**src/rtl/sys_mac_pe_pkg.sv**
```systemverilog
`default_nettype none
// ============================================================================
//  Module      : sys_mac_pe_pkg
//  Description : Shared constants and types for the systolic MAC processing
//                element. It holds the default widths, the multiplier latency
//                limits, the arithmetic-mode encoding and the beat tag type.
//  Revision    : 1.0  initial release
// ============================================================================
package sys_mac_pe_pkg;

   localparam int DEF_DATA_W  = 32;
   localparam int DEF_ACC_W   = 72;
   localparam int DEF_MUL_LAT = 3;

   localparam int MUL_LAT_MIN = 1;
   localparam int MUL_LAT_MAX = 8;

   // Encoding of the SIGNED parameter.
   localparam int ARITH_UNSIGNED = 0;
   localparam int ARITH_SIGNED   = 1;

   // Dot-product framing carried alongside each product.
   typedef struct packed {
      logic first;
      logic last;
   } beat_tag_t;

endpackage
`default_nettype wire

```
**src/rtl/sys_mac_pe_mul.sv**
```systemverilog
`default_nettype none
// ============================================================================
//  Module      : mul_pipe
//  Description : Pipelined full-width multiplier with a valid/tag sideband.
//                The product of an accepted operand pair is available at the
//                output MUL_LAT register stages after it is presented.
//  Ports       : clk, rst      clock, async active-high reset
//                valid_i       operand pair present this cycle
//                a_i, b_i      operands (DATA_W)
//                tag_i         first/last framing of the pair
//                valid_o       product valid at the pipeline output
//                prod_o        2*DATA_W product
//                tag_o         framing carried with the product
//  Revision    : 1.0  initial release
// ============================================================================
module mul_pipe
   import sys_mac_pe_pkg::*;
#(
   parameter int DATA_W  = DEF_DATA_W,
   parameter int MUL_LAT = DEF_MUL_LAT,
   parameter int SIGNED  = ARITH_SIGNED
) (
   input  logic                  clk,
   input  logic                  rst,
   input  logic                  valid_i,
   input  logic [DATA_W-1:0]     a_i,
   input  logic [DATA_W-1:0]     b_i,
   input  beat_tag_t             tag_i,
   output logic                  valid_o,
   output logic [2*DATA_W-1:0]   prod_o,
   output beat_tag_t             tag_o
);

   localparam int PROD_W = 2 * DATA_W;

   logic [PROD_W-1:0] w_prod;

   generate
      if (SIGNED == ARITH_SIGNED) begin : g_signed
         logic signed [PROD_W-1:0] w_as;
         logic signed [PROD_W-1:0] w_bs;
         assign w_as   = PROD_W'($signed(a_i));
         assign w_bs   = PROD_W'($signed(b_i));
         assign w_prod = w_as * w_bs;
      end else begin : g_unsigned
         assign w_prod = PROD_W'(a_i) * PROD_W'(b_i);
      end
   endgenerate

   logic [PROD_W-1:0]  prod_q [MUL_LAT];
   beat_tag_t          tag_q  [MUL_LAT];
   logic [MUL_LAT-1:0] valid_q;

   always_ff @(posedge clk or posedge rst) begin
      if (rst) begin
         valid_q <= '0;
         for (int i = 0; i < MUL_LAT; i++) begin
            prod_q[i] <= '0;
            tag_q[i]  <= '0;
         end
      end else begin
         valid_q[0] <= valid_i;
         prod_q[0]  <= w_prod;
         tag_q[0]   <= tag_i;
         for (int i = 1; i < MUL_LAT; i++) begin
            valid_q[i] <= valid_q[i-1];
            prod_q[i]  <= prod_q[i-1];
            tag_q[i]   <= tag_q[i-1];
         end
      end
   end

   assign valid_o = valid_q[MUL_LAT-1];
   assign prod_o  = prod_q[MUL_LAT-1];
   assign tag_o   = tag_q[MUL_LAT-1];

endmodule
`default_nettype wire

```
**src/rtl/sys_mac_pe.sv**
```systemverilog
`default_nettype none
// ============================================================================
//  Module      : sys_mac_pe
//  Description : Systolic-array MAC processing element. Forwards operands to
//                the east/south neighbours, multiplies each accepted beat,
//                accumulates a framed dot product with sticky overflow and
//                presents the result on a valid/ready output.
//  Ports       : clk, rst              clock, async active-high reset
//                in_valid/in_ready     operand beat handshake
//                a_in, b_in            row / column operands
//                first_in, last_in     dot-product framing
//                a_out, b_out          forwarded operands, fwd_valid strobe
//                res_valid/res_ready   result handshake
//                res_data, res_ovf     dot-product sum and overflow flag
//  Revision    : 1.0  initial release
// ============================================================================
module sys_mac_pe
   import sys_mac_pe_pkg::*;
#(
   parameter int DATA_W  = DEF_DATA_W,
   parameter int ACC_W   = DEF_ACC_W,
   parameter int MUL_LAT = DEF_MUL_LAT,
   parameter int SIGNED  = ARITH_SIGNED
) (
   input  logic              clk,
   input  logic              rst,
   input  logic              in_valid,
   output logic              in_ready,
   input  logic [DATA_W-1:0] a_in,
   input  logic [DATA_W-1:0] b_in,
   input  logic              first_in,
   input  logic              last_in,
   output logic [DATA_W-1:0] a_out,
   output logic [DATA_W-1:0] b_out,
   output logic              fwd_valid,
   output logic              res_valid,
   input  logic              res_ready,
   output logic [ACC_W-1:0]  res_data,
   output logic              res_ovf
);

   localparam int PROD_W = 2 * DATA_W;

   logic              w_accept;
   logic              w_res_take;
   beat_tag_t         w_tag_in;
   beat_tag_t         w_ptag;
   logic              w_pvalid;
   logic [PROD_W-1:0] w_prod;
   logic [ACC_W-1:0]  w_prod_ext;
   logic [ACC_W-1:0]  w_sum;
   logic              w_sum_ovf;

   logic [ACC_W-1:0]  acc_q, acc_d;
   logic              ovf_q, ovf_d;
   logic              fin_q;
   logic              in_ready_q;
   logic [DATA_W-1:0] a_out_q, b_out_q;
   logic              fwd_valid_q;
   logic              res_valid_q;
   logic [ACC_W-1:0]  res_data_q;
   logic              res_ovf_q;

   assign w_accept       = in_valid & in_ready_q;
   assign w_res_take     = res_valid_q & res_ready;
   assign w_tag_in.first = first_in;
   assign w_tag_in.last  = last_in;

   mul_pipe #(
      .DATA_W  (DATA_W),
      .MUL_LAT (MUL_LAT),
      .SIGNED  (SIGNED)
   ) u_mul (
      .clk     (clk),
      .rst     (rst),
      .valid_i (w_accept),
      .a_i     (a_in),
      .b_i     (b_in),
      .tag_i   (w_tag_in),
      .valid_o (w_pvalid),
      .prod_o  (w_prod),
      .tag_o   (w_ptag)
   );

   generate
      if (SIGNED == ARITH_SIGNED) begin : g_acc_signed
         assign w_prod_ext = ACC_W'($signed(w_prod));
         assign w_sum      = acc_q + w_prod_ext;
         // Same-sign operands whose sum flips sign have left the range.
         assign w_sum_ovf  = (acc_q[ACC_W-1] == w_prod_ext[ACC_W-1]) &&
                             (w_sum[ACC_W-1] != acc_q[ACC_W-1]);
      end else begin : g_acc_unsigned
         logic w_carry;
         assign w_prod_ext       = ACC_W'(w_prod);
         assign {w_carry, w_sum} = {1'b0, acc_q} + {1'b0, w_prod_ext};
         assign w_sum_ovf        = w_carry;
      end
   endgenerate

   // A first-tagged product restarts the sum; anything else continues it.
   always_comb begin
      acc_d = acc_q;
      ovf_d = ovf_q;
      if (w_pvalid) begin
         if (w_ptag.first) begin
            acc_d = w_prod_ext;
            ovf_d = 1'b0;
         end else begin
            acc_d = w_sum;
            ovf_d = ovf_q | w_sum_ovf;
         end
      end
   end

   always_ff @(posedge clk or posedge rst) begin
      if (rst) begin
         acc_q       <= '0;
         ovf_q       <= 1'b0;
         fin_q       <= 1'b0;
         in_ready_q  <= 1'b1;
         a_out_q     <= '0;
         b_out_q     <= '0;
         fwd_valid_q <= 1'b0;
         res_valid_q <= 1'b0;
         res_data_q  <= '0;
         res_ovf_q   <= 1'b0;
      end else begin
         acc_q       <= acc_d;
         ovf_q       <= ovf_d;
         // fin_q marks the cycle in which acc/ovf hold a completed sum.
         fin_q       <= w_pvalid & w_ptag.last;
         fwd_valid_q <= w_accept;
         if (w_accept) begin
            a_out_q <= a_in;
            b_out_q <= b_in;
         end
         if (fin_q) begin
            res_valid_q <= 1'b1;
            res_data_q  <= acc_q;
            res_ovf_q   <= ovf_q;
         end else if (w_res_take) begin
            res_valid_q <= 1'b0;
         end
         // Only one dot product may be outstanding: stall input from the
         // last beat until its result has been taken.
         if (w_accept && last_in) begin
            in_ready_q <= 1'b0;
         end else if (w_res_take) begin
            in_ready_q <= 1'b1;
         end
      end
   end

   assign in_ready  = in_ready_q;
   assign a_out     = a_out_q;
   assign b_out     = b_out_q;
   assign fwd_valid = fwd_valid_q;
   assign res_valid = res_valid_q;
   assign res_data  = res_data_q;
   assign res_ovf   = res_ovf_q;

endmodule
`default_nettype wire

```
**config.mk**
```make
export PLATFORM = sky130hd
export DESIGN_NAME = sys_mac_pe
export DESIGN_NICKNAME = d
export VERILOG_FILES = /design/src/rtl/sys_mac_pe_pkg.sv /design/src/rtl/sys_mac_pe_mul.sv /design/src/rtl/sys_mac_pe.sv
export SDC_FILE = /design/constraint.sdc
export NUM_CORES = 2
export LEC_CHECK = 0
export CORE_MARGIN = 8
export CORE_UTILIZATION = 46
export DETAILED_ROUTE_END_ITERATION = 12
export PLACE_DENSITY = 0.63
export SKIP_LAST_GASP = 1
export SYNTH_ARGS = -nofsm -noshare
export SYNTH_HDL_FRONTEND = slang
export SYNTH_SLANG_ARGS = --single-unit
export TNS_END_PERCENT = 5
```
**constraint.sdc**
```tcl
create_clock -name clk -period 14.2 [get_ports clk]
set_input_delay 2.13 -clock clk [delete_from_list [all_inputs] [get_ports clk]]
set_output_delay 2.13 -clock clk [all_outputs]
set_load 0.05 [all_outputs]
```
==> summary.txt <==
Outcome
  – Status: finished, final reports clean

Die
  – # rows: 125
  – Initial Util: 0.463
  – Die H: ~360 µm
  – Die Wd: between 300 and 400 µm
  – Die area: between 100,000 and 150,000 µm²
  – Io pins: 210
  – Core area: 116,000 µm²

STA
  – # setup viols final: 0
  – Unrepaired setup endpoints after global routing: no
  – Clock skew: roughly 35 ps
  – Final worst path period share: 0.714
  – Setup TNS Final: 0 ps
  – Max_slew headroom: 0.279
  – Final min period: a little over 10,000 ps
  – WHS: between 300 and 400 ps
  – Hold Violations, Final: 0
  – Worst slew pin tran: between 1000 and 1500 ps
  – Max Slew Vio Count: 0
  – Fmax: a little under 100 MHz

Clocking
  – CTS tree: built
  – Cell at the root of the clock tree: clkbuf_16
  – # H-tree levels: 2
  – Post-CTS setup buffers: 0
  – Clock slew at reported path FFs: roughly 60 ps
  – Clk buf depth: 3
  – Post-CTS sizing: 0
  – # clock sinks: around 410
  – Num CTS Buffers: 50
  – Clk_lat worst skew: between 600 and 700 ps
  – Cts hold-fix bufs: 0

GRT
  – Initial antenna violation count: 1
  – First-pass GRT wire length: between 200,000 and 250,000 µm
  – Vias in the first global route: approximately 40,000
  – Overflow after GRT: 0
  – Largest net degree at the start of global routing: 116
  – Global Route Usage Sum: 0.221

Yosys
  – Yosys cell types: between 70 and 80
  – Yosys warns: 0
  – Post-synth top area cell: fa_1
  – Post-Syn Nets: approximately 6,800
  – Synthesized cell area: between 50,000 and 60,000 µm²
  – Sequential area share after synthesis: 0.193
  – Mapped Cells: roughly 5,400
  – Mean Syn Cell Area: between 10 and 15 µm²
  – Post-synth EDFFs: 0
  – Synthesized flop and latch total: 414
  – Post-synth top area share: 0.403
  – Asr flop ratio synth: 1.00
  – Post-synth top flop: dfrtp_1
  – Dominant cells by area after synthesis: fa_1, dfrtp_1, inv_1

Detailed routing
  – Vias post-DR: between 30,000 and 40,000
  – Total wire length: ~140,000 µm
  – Vias per inst: ~5.3
  – DRT Pass-1 Iters: 5
  – Routed WL per cell: approximately 20 µm
  – Starting DRT DRC Count: ~2,600
  – Final ANT Viol Nets: 0
  – DRC Markers: 0

Job
  – Max-Cap Viols: 0

Cells and area
  – Filler cells: roughly 11,000
  – Most frequent cells in the layout: fa_1, inv_1, nand2_1, and2_1, dfrtp_1
  – Multi-input gate area: ~39,000 µm²
  – Share of layout cells above drive strength 1: 0.0598
  – Synth-to-layout area growth: 9.75%
  – Finished Layout Cells: around 7,000
  – N_diodes: 0
  – Final instance area: just under 60,000 µm²
  – # nets final: roughly 7,000
  – Commonest non-fill, non-tap cell in the layout: fa_1
  – Reg area: between 10,000 and 15,000 µm²

Placed design
  – Placed standard-cell area: between 50,000 and 60,000 µm²
  – Placed insts: roughly 6,900
  – I/O Buffers: 209
  – Routability cong.: around 0.93
  – DP HPWL: approximately 110,000 µm

Critical path
  – Required time of the worst setup path: approximately 15,000 ps
  – Critical path class: in2reg
  – Startpoint types: primary input
  – Arrival @ worst endpoint: approximately 11,000 ps
  – CP Capture Type: register
  – Crit-path max FO: 17

Min path
  – Hold Crit Class: reg2reg
==> registers in the layout, summed over array words and instances (netlist names), 2 cells and up <==
register / flops
a_out: 32
acc_q: 72
b_out: 32
res_data: 72
u_mul.prod_o: 64
u_mul.prod_q: 128
u_mul.tag_o: 2
u_mul.tag_q: 4
u_mul.valid_q: 3
==> kinds of logic (layout without fill, tap and decap cells) <==
group                    count (synthesis)  in the layout  synth area share
AO/OA/AOI/OAI                          579            579            0.0671
XOR/XNOR                               138            138            0.0225
adder cells (fa/ha/maj)               1338           1338             0.462
buffers and inverters                 1274           1373            0.0891
flip-flops                             414            414             0.193
multiplexers                           153            153            0.0319
AND/OR/NAND/NOR                       1472           1472             0.134
==> cell type report <==
cell class	instances	share of cell area
clock inverter	31	0.00742
clock buffer	62	0.0228
tap	1524	0.0323
sequential	414	0.176
timing repair buffer	276	0.0432
multi-input combinational	3680	0.655
inverter	1004	0.0640
==> metal layers <==
metal	vias up	track usage	routed length [µm]
li1	16500	-	-
met1	19000	0.317	62600
met2	1231	0.337	60200
met3	193	0.0484	11000
met4	0	0.0638	4130
met5	-	0	0
==> per-stage QoR <==
stage,worst slack [ps],util
floorplan,550,-
global placement,3400,0.493
detailed placement,3350,0.493
CTS,4070,0.509
global route,3610,0.509
finish,4060,0.509
==> worst max-delay path: stages <==
cell	delay (ps)
clkdlybuf4s50_1	1060
nand2_1	200
inv_1	120
fa_1	420
inv_1	240
fa_1	470
inv_1	210
fa_1	500
fa_1	800
inv_1	370
fa_1	570
inv_1	50
fa_1	520
inv_1	50
fa_1	470
inv_1	50
fa_1	460
ha_1	400
a21oi_1	270
inv_2	60
a21o_1	170
a21o_1	180
a21o_1	170
a21o_1	160
a21oi_1	140
nor2_1	60
a211oi_1	250
xnor2_1	150
==> Yosys cell counts, drive strengths merged, types with 95 or more instances <==
master  number
dfrtp      413
clkbuf     254
ha         255
nand2      620
nor2       156
a21oi      219
mux2       146
and2       517
fa        1083
inv       1004
o21ai      104
xnor2       95
==> path summary, 6_finish.rpt <==
path,startpoint,to,slack [ps],cells after the start
max,b_in[6],u_mul.prod_q[189],4060,28
min,u_mul.prod_q[83],u_mul.prod_o[19],330,0
max reg2reg,acc_q[0],acc_q[44],9890,13
min reg2reg,u_mul.prod_q[83],u_mul.prod_o[19],330,0
max in group asynchronous,rst,u_mul.prod_q[109],9920,4
min in group asynchronous,rst,res_data[1],2020,2
Power is left out: the tool's default activity adds up to more than one toggle a clock period on the data nets, which glitch-free logic cannot reach.
